### config.mk
export PLATFORM = sky130hd
export DESIGN_NAME = dual_port_memory_ctrl
export DESIGN_NICKNAME = d
export VERILOG_FILES = /design/src/rtl/dual_port_memory_ctrl.sv
export SDC_FILE = /design/constraint.sdc
export NUM_CORES = 1
export LEC_CHECK = 0
export ABC_AREA = 1
export CAP_MARGIN = 20
export CORE_MARGIN = 2
export CORE_UTILIZATION = 25
export CTS_CLUSTER_SIZE = 28
export DETAILED_ROUTE_END_ITERATION = 8
export GPL_TIMING_DRIVEN = 0
export PLACE_DENSITY_LB_ADDON = 0.12
export SYNTH_ARGS = -nofsm -noshare
export SYNTH_HDL_FRONTEND = slang
export SYNTH_SLANG_ARGS = --single-unit
### constraint.sdc
create_clock -name clk -period 2.13 [get_ports clk]
set_clock_uncertainty 0.2 [all_clocks]
set_input_delay 0.213 -clock clk [delete_from_list [all_inputs] [get_ports clk]]
set_output_delay 0.213 -clock clk [all_outputs]
set_load 0.1 [all_outputs]
### src/rtl/dual_port_memory_ctrl.sv
// Simple-dual-port scratchpad memory: one write port and one read port, each able to
// accept a request every cycle once the power-on clear sequence has finished.
//
// Ports:
//   clk, reset         rising-edge clock; synchronous active-high reset
//   wr_valid/wr_ready  write handshake; wr_addr, wr_data, wr_be (byte lane enables)
//   rd_valid/rd_ready  read handshake; rd_addr
//   rd_data            read result, held between results
//   rd_data_valid      one-cycle pulse RD_LATENCY cycles after a read is accepted
//   init_busy          high while the clear sequence walks every word to zero
//   addr_err           one-cycle pulse the cycle after an out-of-range access is accepted
module dual_port_memory_ctrl #(
  parameter int unsigned WIDTH       = 32,
  parameter int unsigned DEPTH       = 12,
  parameter int unsigned ADDR_WIDTH  = $clog2(DEPTH),
  parameter int unsigned BE_WIDTH    = WIDTH / 8,
  parameter int unsigned RD_LATENCY  = 1,
  parameter bit          WRITE_FIRST = 1'b1
) (
  input  logic                  clk,
  input  logic                  reset,
  input  logic                  wr_valid,
  output logic                  wr_ready,
  input  logic [ADDR_WIDTH-1:0] wr_addr,
  input  logic [WIDTH-1:0]      wr_data,
  input  logic [BE_WIDTH-1:0]   wr_be,
  input  logic                  rd_valid,
  output logic                  rd_ready,
  input  logic [ADDR_WIDTH-1:0] rd_addr,
  output logic [WIDTH-1:0]      rd_data,
  output logic                  rd_data_valid,
  output logic                  init_busy,
  output logic                  addr_err
);

  // One extra bit so DEPTH itself is representable when DEPTH is a power of two.
  localparam logic [ADDR_WIDTH:0]   DepthExt = (ADDR_WIDTH + 1)'(DEPTH);
  localparam logic [ADDR_WIDTH-1:0] LastAddr = ADDR_WIDTH'(DEPTH - 1);

  typedef enum logic {StInit, StRun} state_e;

  state_e                state_q, state_d;
  logic [ADDR_WIDTH-1:0] ptr_q, ptr_d;

  logic [WIDTH-1:0] mem [DEPTH];

  logic             wr_acc, rd_acc;
  logic             wr_in_range, rd_in_range;
  logic             collide;
  logic [WIDTH-1:0] old_word, merged_word, rd_word;
  logic             out_valid;
  logic [WIDTH-1:0] out_data;
  logic             rd_data_valid_q, addr_err_q;
  logic [WIDTH-1:0] rd_data_q;

  // Clear-sequence FSM
  always_comb begin
    state_d = state_q;
    ptr_d   = ptr_q;
    unique case (state_q)
      StInit: begin
        ptr_d = ptr_q + ADDR_WIDTH'(1);
        if (ptr_q == LastAddr) begin
          state_d = StRun;
          ptr_d   = '0;
        end
      end
      StRun:   ;
      default: state_d = StInit;
    endcase
  end

  always_ff @(posedge clk) begin
    if (reset) begin
      state_q <= StInit;
      ptr_q   <= '0;
    end else begin
      state_q <= state_d;
      ptr_q   <= ptr_d;
    end
  end

  assign init_busy = (state_q == StInit);
  assign wr_ready  = (state_q == StRun);
  assign rd_ready  = (state_q == StRun);

  assign wr_acc      = wr_valid & wr_ready;
  assign rd_acc      = rd_valid & rd_ready;
  assign wr_in_range = ({1'b0, wr_addr} < DepthExt);
  assign rd_in_range = ({1'b0, rd_addr} < DepthExt);

  // Storage: the clear sequence owns the array during INIT, the write port afterwards.
  always_ff @(posedge clk) begin
    if (!reset) begin
      if (state_q == StInit) begin
        mem[ptr_q] <= '0;
      end else if (wr_acc && wr_in_range) begin
        for (int i = 0; i < int'(BE_WIDTH); i++) begin
          if (wr_be[i]) mem[wr_addr][8*i +: 8] <= wr_data[8*i +: 8];
        end
      end
    end
  end

  // Read word, including same-cycle write forwarding in write-first mode.
  always_comb begin
    old_word    = rd_in_range ? mem[rd_addr] : '0;
    merged_word = old_word;
    for (int i = 0; i < int'(BE_WIDTH); i++) begin
      if (wr_be[i]) merged_word[8*i +: 8] = wr_data[8*i +: 8];
    end
    collide = wr_acc & wr_in_range & rd_in_range & (wr_addr == rd_addr);
    rd_word = (WRITE_FIRST && collide) ? merged_word : old_word;
  end

  // Optional extra pipeline stage for RD_LATENCY == 2
  if (RD_LATENCY == 2) begin : g_lat2
    logic             pipe_valid_q;
    logic [WIDTH-1:0] pipe_data_q;

    always_ff @(posedge clk) begin
      if (reset) begin
        pipe_valid_q <= 1'b0;
        pipe_data_q  <= '0;
      end else begin
        pipe_valid_q <= rd_acc;
        pipe_data_q  <= rd_word;
      end
    end

    assign out_valid = pipe_valid_q;
    assign out_data  = pipe_data_q;
  end else begin : g_lat1
    assign out_valid = rd_acc;
    assign out_data  = rd_word;
  end

  always_ff @(posedge clk) begin
    if (reset) begin
      rd_data_valid_q <= 1'b0;
      rd_data_q       <= '0;
      addr_err_q      <= 1'b0;
    end else begin
      rd_data_valid_q <= out_valid;
      if (out_valid) rd_data_q <= out_data;
      // Both ports out of range together still yields a single pulse.
      addr_err_q <= (wr_acc & ~wr_in_range) | (rd_acc & ~rd_in_range);
    end
  end

  assign rd_data       = rd_data_q;
  assign rd_data_valid = rd_data_valid_q;
  assign addr_err      = addr_err_q;

endmodule

==> results.sh, run 1 <==
export IMPL_crit_required_ps=2220
export IMPL_crit_arrival_ps=2370
export IMPL_reg2reg_depth=12
export IMPL_synth_top_family_by_area="simple AND/OR/NAND/NOR gates"
export IMPL_power_switching_w=0.00439
export IMPL_grt_ovfl_total=0
export IMPL_worst_setup_path_end_kind="flop"
export IMPL_route_detailed_drc=0
export IMPL_path_common_cell="nand2_4"
export IMPL_critPathLaunch="rd_ready$_SDFF_PP0_"
export IMPL_setup_viol=385
export IMPL_grt_first_pass_wirelength_um=92300
export IMPL_pwr_share_seq=0.490
export IMPL_reg2reg_setup_slack_ps=-150
export IMPL_clockBufferDepth=3
export IMPL_fmax_ghz=0.439
export IMPL_syn_area_sq_um=17700
export IMPL_fin_setup_tns_ps=-36280
export IMPL_pre_cts_slack_ps=-1130
export IMPL_rr_startpoint="rd_ready$_SDFF_PP0_"
export IMPL_route_vias_total=13200
export IMPL_clk_pin_slew_ps=60
export IMPL_start_util=0.253
export IMPL_via_per_inst=4.65
export IMPL_finalCriticalPeriod_ps=2280
export IMPL_power_internal_w=0.0141
export IMPL_crit_end="mem[1][10]$_DFFE_PP_"
export IMPL_area_growth_pct=33.4
export IMPL_final_cell_mix="384 x edfxtp_1, 367 x nand2_1, 217 x nand3_1"
export IMPL_synthMuxAreaShare=0
export IMPL_drive_above_1_share=0.213
export IMPL_seqCellArea_sq_um=12300
export IMPL_crit_chain="nand2_4 > nor2_4 > buf_6 > o211ai_4 > nand2_4 > nand2_4 > nand2_4 > nor2_4 > buf_6 > nand2_8 > nor2_4 > buf_12"
export IMPL_diodes=0
export IMPL_p_comb_frac=0.087
export IMPL_wl_per_cell_um=22.9
export IMPL_cp_start_kind="flop"
export IMPL_grt_setup_unrepaired="yes"
export IMPL_synthTopCellsByArea="edfxtp_1 65%, nand2_1 8.0%, nand3_1 6.2%"
export IMPL_dp_hpwl_um=46400
export IMPL_r2r_end="mem[1][10]$_DFFE_PP_"
export IMPL_drt_pass1_iterations=5
export IMPL_whs_ps=21.7
export IMPL_pwr_share_clk=0.423
export IMPL_cts_buffers_inserted=47
export IMPL_ys_seq_elements=423
export IMPL_row_count=97
export IMPL_yosysUniqueCellTypes=29
export IMPL_grt_max_degree=13
export IMPL_final_common_cell="edfxtp_1"
export IMPL_yosysTopAreaCell="edfxtp_1"
export IMPL_htreeDepth=2
export IMPL_cpPeakStageDelay_ps=370
export IMPL_cts_root_buf="clkbuf_16"
export IMPL_crit_slowest_cell="dfxtp_4"
export IMPL_nNetsFinal=1901
export IMPL_crit_fanout=6
export IMPL_switching_share=0.237
export IMPL_ios=85
export IMPL_ys_seq_area_frac=0.695
export IMPL_multi_input_area_sq_um=5580
export IMPL_hold_viol_final=0
export IMPL_synth_xor_area_frac=0
export IMPL_slew_limit_headroom=0.278
export IMPL_synth_adder_area_share=0.000706
export IMPL_avgSynthCellArea_sq_um=10.9
export IMPL_drtIter0Drc=911
export IMPL_worst_pin_slew_ps=1080
export IMPL_antenna_found_initial=2
export IMPL_status="finished with violations"
export IMPL_antenna_left=0
export IMPL_syn_inst=1630
export IMPL_final_period_utilization=1.07
export IMPL_drv_cap=0
export IMPL_first_global_vias=12900
export IMPL_fp_coreArea_sq_um=70100
export IMPL_p_leak_nw=8.80
export IMPL_io_buffer_count=80
export IMPL_clkLatencyLatePin_ps=580
export IMPL_worst_slack_ps=-147
export IMPL_fin_area_sq_um=23600
export IMPL_die_h_um=270
export IMPL_die_area_sq_um=73000
export IMPL_power_density_nw_per_um2=784
export IMPL_critPathKind="reg -> reg"
export IMPL_yosys_warnings=0
export IMPL_ir_drop_mv=0.527
export IMPL_hold_path_class="in -> reg"
export IMPL_slew_viol_final=0
export IMPL_syn_num_nets=1679
export IMPL_totalWireLength_um=64700
export IMPL_cts_sinks=423
export IMPL_postPlaceCellArea_sq_um=19900
export IMPL_gp_congestion=0.801
export IMPL_fill_cells=7074
export IMPL_violations="setup timing"
export IMPL_yosys_area_share_simple=0.207
export IMPL_tritoncts="built"
export IMPL_grt_total_usage=0.176
export IMPL_synth_compound_area_frac=0.0595
export IMPL_synth_top_cell_area_share=0.651
export IMPL_fp_dieW_um=270
-- final cells by class --
type	count	area share
Multi-Input combinational cell	1050	0.236
Buffer	97	0.0248
Clock buffer	67	0.0561
Inverter	63	0.0102
Tap cell	940	0.0498
Timing Repair Buffer	170	0.0965
Clock inverter	19	0.00572
Sequential cell	423	0.521
-- sequential cells by signal, summed over array words and instances (netlist names) --
register / cells
addr_err: 1
mem: 384
ptr_q: 4
rd_data: 32
rd_data_valid: 1
rd_ready: 1
-- synth_stat cells --
cell	count
nor2_4	11
nand3b_1	1
clkinv_1	2
nand2_4	1
clkbuf_1	37
o31ai_1	3
nor2_1	215
inv_1	53
nand3_2	1
dfxtp_1	39
buf_2	49
o211ai_1	18
o211ai_4	1
ha_1	1
nor2_2	2
nand3_1	219
nand4_1	5
nand4_2	2
nand2_1	379
buf_1	9
inv_2	8
edfxtp_1	384
a21oi_1	37
o21ai_0	116
nand2_2	19
buf_4	2
o21ai_4	1
a31oi_1	1
o22ai_1	14
-- layer usage --
metal	track usage	wire (um)	up-vias
met5	0	0	-
met4	0.0423	1380	0
met3	0.0237	2860	88
met1	0.246	29700	6654
li1	-	-	6129
met2	0.288	30700	287
-- worst max-delay path, delay by kind of cell, from the launching register on --
kind / cells / cell delay (ps)
buf+inv: 3 / 420
compound gates: 1 / 140
flops: 1 / 370
simple gates: 8 / 850
-- worst min path at each step --
stage	start	endpoint	slack (ps)	cells after the start
after floorplan	wr_data[0]	rd_data[0]$_SDFFE_PP0P_	190	2
after global placement	reset	rd_ready$_SDFF_PP0_	260	2
after detailed placement	reset	rd_ready$_SDFF_PP0_	260	2
after CTS	reset	rd_data[15]$_SDFFE_PP0P_	70	5
after global routing	rd_addr[2]	addr_err$_SDFF_PP0_	110	3
final	wr_addr[2]	addr_err$_SDFF_PP0_	20	5
-- power by group through the flow --
stage                     sequential, W  clock [W]  combinational (W)
final                           0.00907    0.00784            0.00161
after global placement          0.00925          0            0.00131
after CTS                       0.00907    0.00804            0.00158
after floorplan                 0.00925          0           0.000701
after global routing            0.00908    0.00837            0.00172
after detailed placement        0.00925          0            0.00131
-- timing repair --
item,4_1_cts,5_1_grt
gates resized for setup,283,63
hold buffers,2,0
setup endpoints to repair,835,778
hold endpoints to repair,6,0
setup buffers,80,9
pin swaps,63,51
gates cloned,1,2
-- per-stage QoR --
stage	power, W	std cells	utilization
final	0.0185	2829	0.337
after global routing	0.0192	2829	0.337
after CTS	0.0187	2819	0.333
after detailed placement	0.0106	2650	0.283
after global placement	0.0106	2650	0.283
after floorplan	0.00995	1630	-
-- logic make-up (layout without fill, tap and decap cells) --
kind of cell | after synthesis | in the layout
and+or+nand+nor | 855 | 856
AOI/OAI and AO/OA | 191 | 193
DFF | 423 | 423
buffers and inverters | 160 | 416
adders and majority gates | 1 | 1
(Power assumes the default switching activity.)
==> run 2: changes to the inputs <==
--- a/config.mk
+++ b/config.mk
@@ -9,6 +9,7 @@
 export CAP_MARGIN = 20
 export CORE_MARGIN = 2
 export CORE_UTILIZATION = 25
+export CTS_CLUSTER_DIAMETER = 30
 export CTS_CLUSTER_SIZE = 28
 export DETAILED_ROUTE_END_ITERATION = 8
 export GPL_TIMING_DRIVEN = 0
==> results.sh, run 2 (synthesized netlist as in run 1, its figures left out) <==
export IMPL_grt_setup_unrepaired="yes"
export IMPL_hold_viol_final=0
export IMPL_slew_viol_final=0
export IMPL_grt_total_usage=0.179
export IMPL_cts_sinks=423
export IMPL_ios=85
export IMPL_crit_fanout=6
export IMPL_hold_path_class="in -> reg"
export IMPL_fmax_ghz=0.430
export IMPL_fin_area_sq_um=25000
export IMPL_io_buffer_count=80
export IMPL_antenna_left=0
export IMPL_cp_start_kind="primary input"
export IMPL_start_util=0.253
export IMPL_cpPeakStageDelay_ps=610
export IMPL_pwr_share_seq=0.351
export IMPL_area_growth_pct=41.4
export IMPL_drtIter0Drc=1054
export IMPL_p_comb_frac=0.059
export IMPL_final_cells=2912
export IMPL_fill_cells=6963
export IMPL_tritoncts="built"
export IMPL_slew_limit_headroom=0.295
export IMPL_die_area_sq_um=73000
export IMPL_clk_pin_slew_ps=50
export IMPL_p_leak_nw=9.63
export IMPL_postPlaceCellArea_sq_um=19900
export IMPL_route_met3_wl_um=3760
export IMPL_drv_cap=0
export IMPL_power_switching_w=0.00591
export IMPL_finalCriticalPeriod_ps=2330
export IMPL_via_per_inst=4.62
export IMPL_wl_met1_um=29100
export IMPL_reg2reg_setup_slack_ps=-180
export IMPL_first_global_vias=13300
export IMPL_htreeDepth=3
export IMPL_critPathKind="in -> reg"
export IMPL_route_detailed_drc=0
export IMPL_row_count=97
export IMPL_crit_slowest_cell="clkdlybuf4s50_1"
export IMPL_totalWireLength_um=65600
export IMPL_fp_dieW_um=270
export IMPL_largest_register_ffs=384
export IMPL_highest_layer="met4"
export IMPL_crit_chain="clkdlybuf4s50_1 > nand2_1 > clkinv_1 > nor2_4 > buf_4 > o211ai_4 > nand2_4 > nand2_2 > nand2_4 > nor2_4 > buf_6 > nand2_4 > nor2_4 > buf_4"
export IMPL_switching_share=0.228
export IMPL_pwr_share_clk=0.590
export IMPL_crit_arrival_ps=2460
export IMPL_drive_above_1_share=0.225
export IMPL_cts_buffers_inserted=97
export IMPL_cts_root_buf="clkbuf_16"
export IMPL_final_cell_mix="384 x edfxtp_1, 371 x nand2_1, 218 x nand3_1"
export IMPL_fp_coreArea_sq_um=70100
export IMPL_final_util=0.357
export IMPL_worst_pin_slew_ps=1060
export IMPL_route_vias_total=13500
export IMPL_ir_drop_mv=0.559
export IMPL_wl_per_cell_um=22.5
export IMPL_regMostFlops="mem"
export IMPL_power_density_nw_per_um2=1040
export IMPL_route_met2_wl_um=30900
export IMPL_dp_hpwl_um=46400
export IMPL_die_h_um=270
export IMPL_final_common_cell="edfxtp_1"
export IMPL_grt_ovfl_total=0
export IMPL_drt_pass1_iterations=5
export IMPL_status="finished with violations"
export IMPL_clkLatencyLatePin_ps=640
export IMPL_crit_required_ps=2270
export IMPL_worst_setup_path_end_kind="flop"
export IMPL_setup_viol=445
export IMPL_violations="setup timing"
export IMPL_clockBufferDepth=3
export IMPL_worst_slack_ps=-197
export IMPL_grt_first_pass_wirelength_um=93200
export IMPL_final_period_utilization=1.09
export IMPL_whs_ps=73.1
export IMPL_nNetsFinal=1935
export IMPL_placed_cells=2650
export IMPL_antenna_found_initial=4
export IMPL_power_internal_w=0.0200
export IMPL_grt_max_degree=14
export IMPL_gp_congestion=0.801
## run 2: changes by cell type in the layout (fill, tap and decap cells not counted), moves of 5 or more
cell / before / now
nand2_8: 8 / 1
clkinv_4: 0 / 7
dlygate4sd2_1: 2 / 26
clkbuf_16: 51 / 99
clkbuf_2: 14 / 7
buf_6: 30 / 6
clkinvlp_4: 1 / 15
bufinv_16: 2 / 17
clkinv_1: 13 / 18
clkdlybuf4s15_2: 35 / 8
clkinv_2: 5 / 16
clkbuf_4: 13 / 1
buf_2: 24 / 47
## run 2: power by group through the flow
stage	Combinational, W	Clock, W	Sequential, W
6_report	0.00153	0.0153	0.00910
5_1_grt	0.00164	0.0160	0.00910
4_1_cts	0.00151	0.0155	0.00910
3_5_place_dp	0.00131	0	0.00925
3_3_place_gp	0.00131	0	0.00925
2_1_floorplan	0.000701	0	0.00925
## run 2: worst max-delay path: cells and delay by family
family	cells	cell delay [ps]
compound gates	1	150
buf+inv	5	1140
simple gates	8	970
## run 2: path summary, 6_finish.rpt
check | from | to | cells after the start
setup / recovery | wr_addr[3] | mem[3][30]$_DFFE_PP_ | 14
hold / removal | reset | rd_data[15]$_SDFFE_PP0P_ | 5
setup reg to reg | rd_ready$_SDFF_PP0_ | mem[3][30]$_DFFE_PP_ | 12
hold reg to reg | ptr_q[3]$_SDFFE_PP0N_ | ptr_q[3]$_SDFFE_PP0N_ | 1
## run 2: cell type report
class	count	area [sq um]	area share
flip-flops and latches	423	12300	0.492
multi-input cells	1050	5460	0.218
clock buffers	107	2490	0.0993
repair buffers	154	1970	0.0785
well taps	940	1180	0.0470
clock inverters	76	900	0.0359
plain buffers	97	500	0.0200
inverters	63	240	0.00959
diodes	2	5.00	0.000200
## run 2: metrics by stage
step | setup WS (ps) | TNS, ps | total power, W
2_1_floorplan | -172 | -63520 | 0.00995
3_3_place_gp | -1140 | -730300 | 0.0106
3_5_place_dp | -1130 | -756110 | 0.0106
4_1_cts | -168 | -65820 | 0.0261
5_1_grt | -243 | -89640 | 0.0267
6_report | -197 | -62590 | 0.0259
## run 2: repair_timing
item                                    CTS  global route
pin swaps                                48            28
gates resized for setup                 177            34
hold buffers                              2             0
endpoints found under the hold margin     6             0
cloned                                    1             2
endpoints found under the setup margin  830           690
buffers inserted                         52            20
## run 2: metal layers
metal / vias up / global-route usage
met5: - / 0
met1: 6706 / 0.240
met2: 381 / 0.289
li1: 6246 / -
met3: 117 / 0.0382
met4: 0 / 0.0558
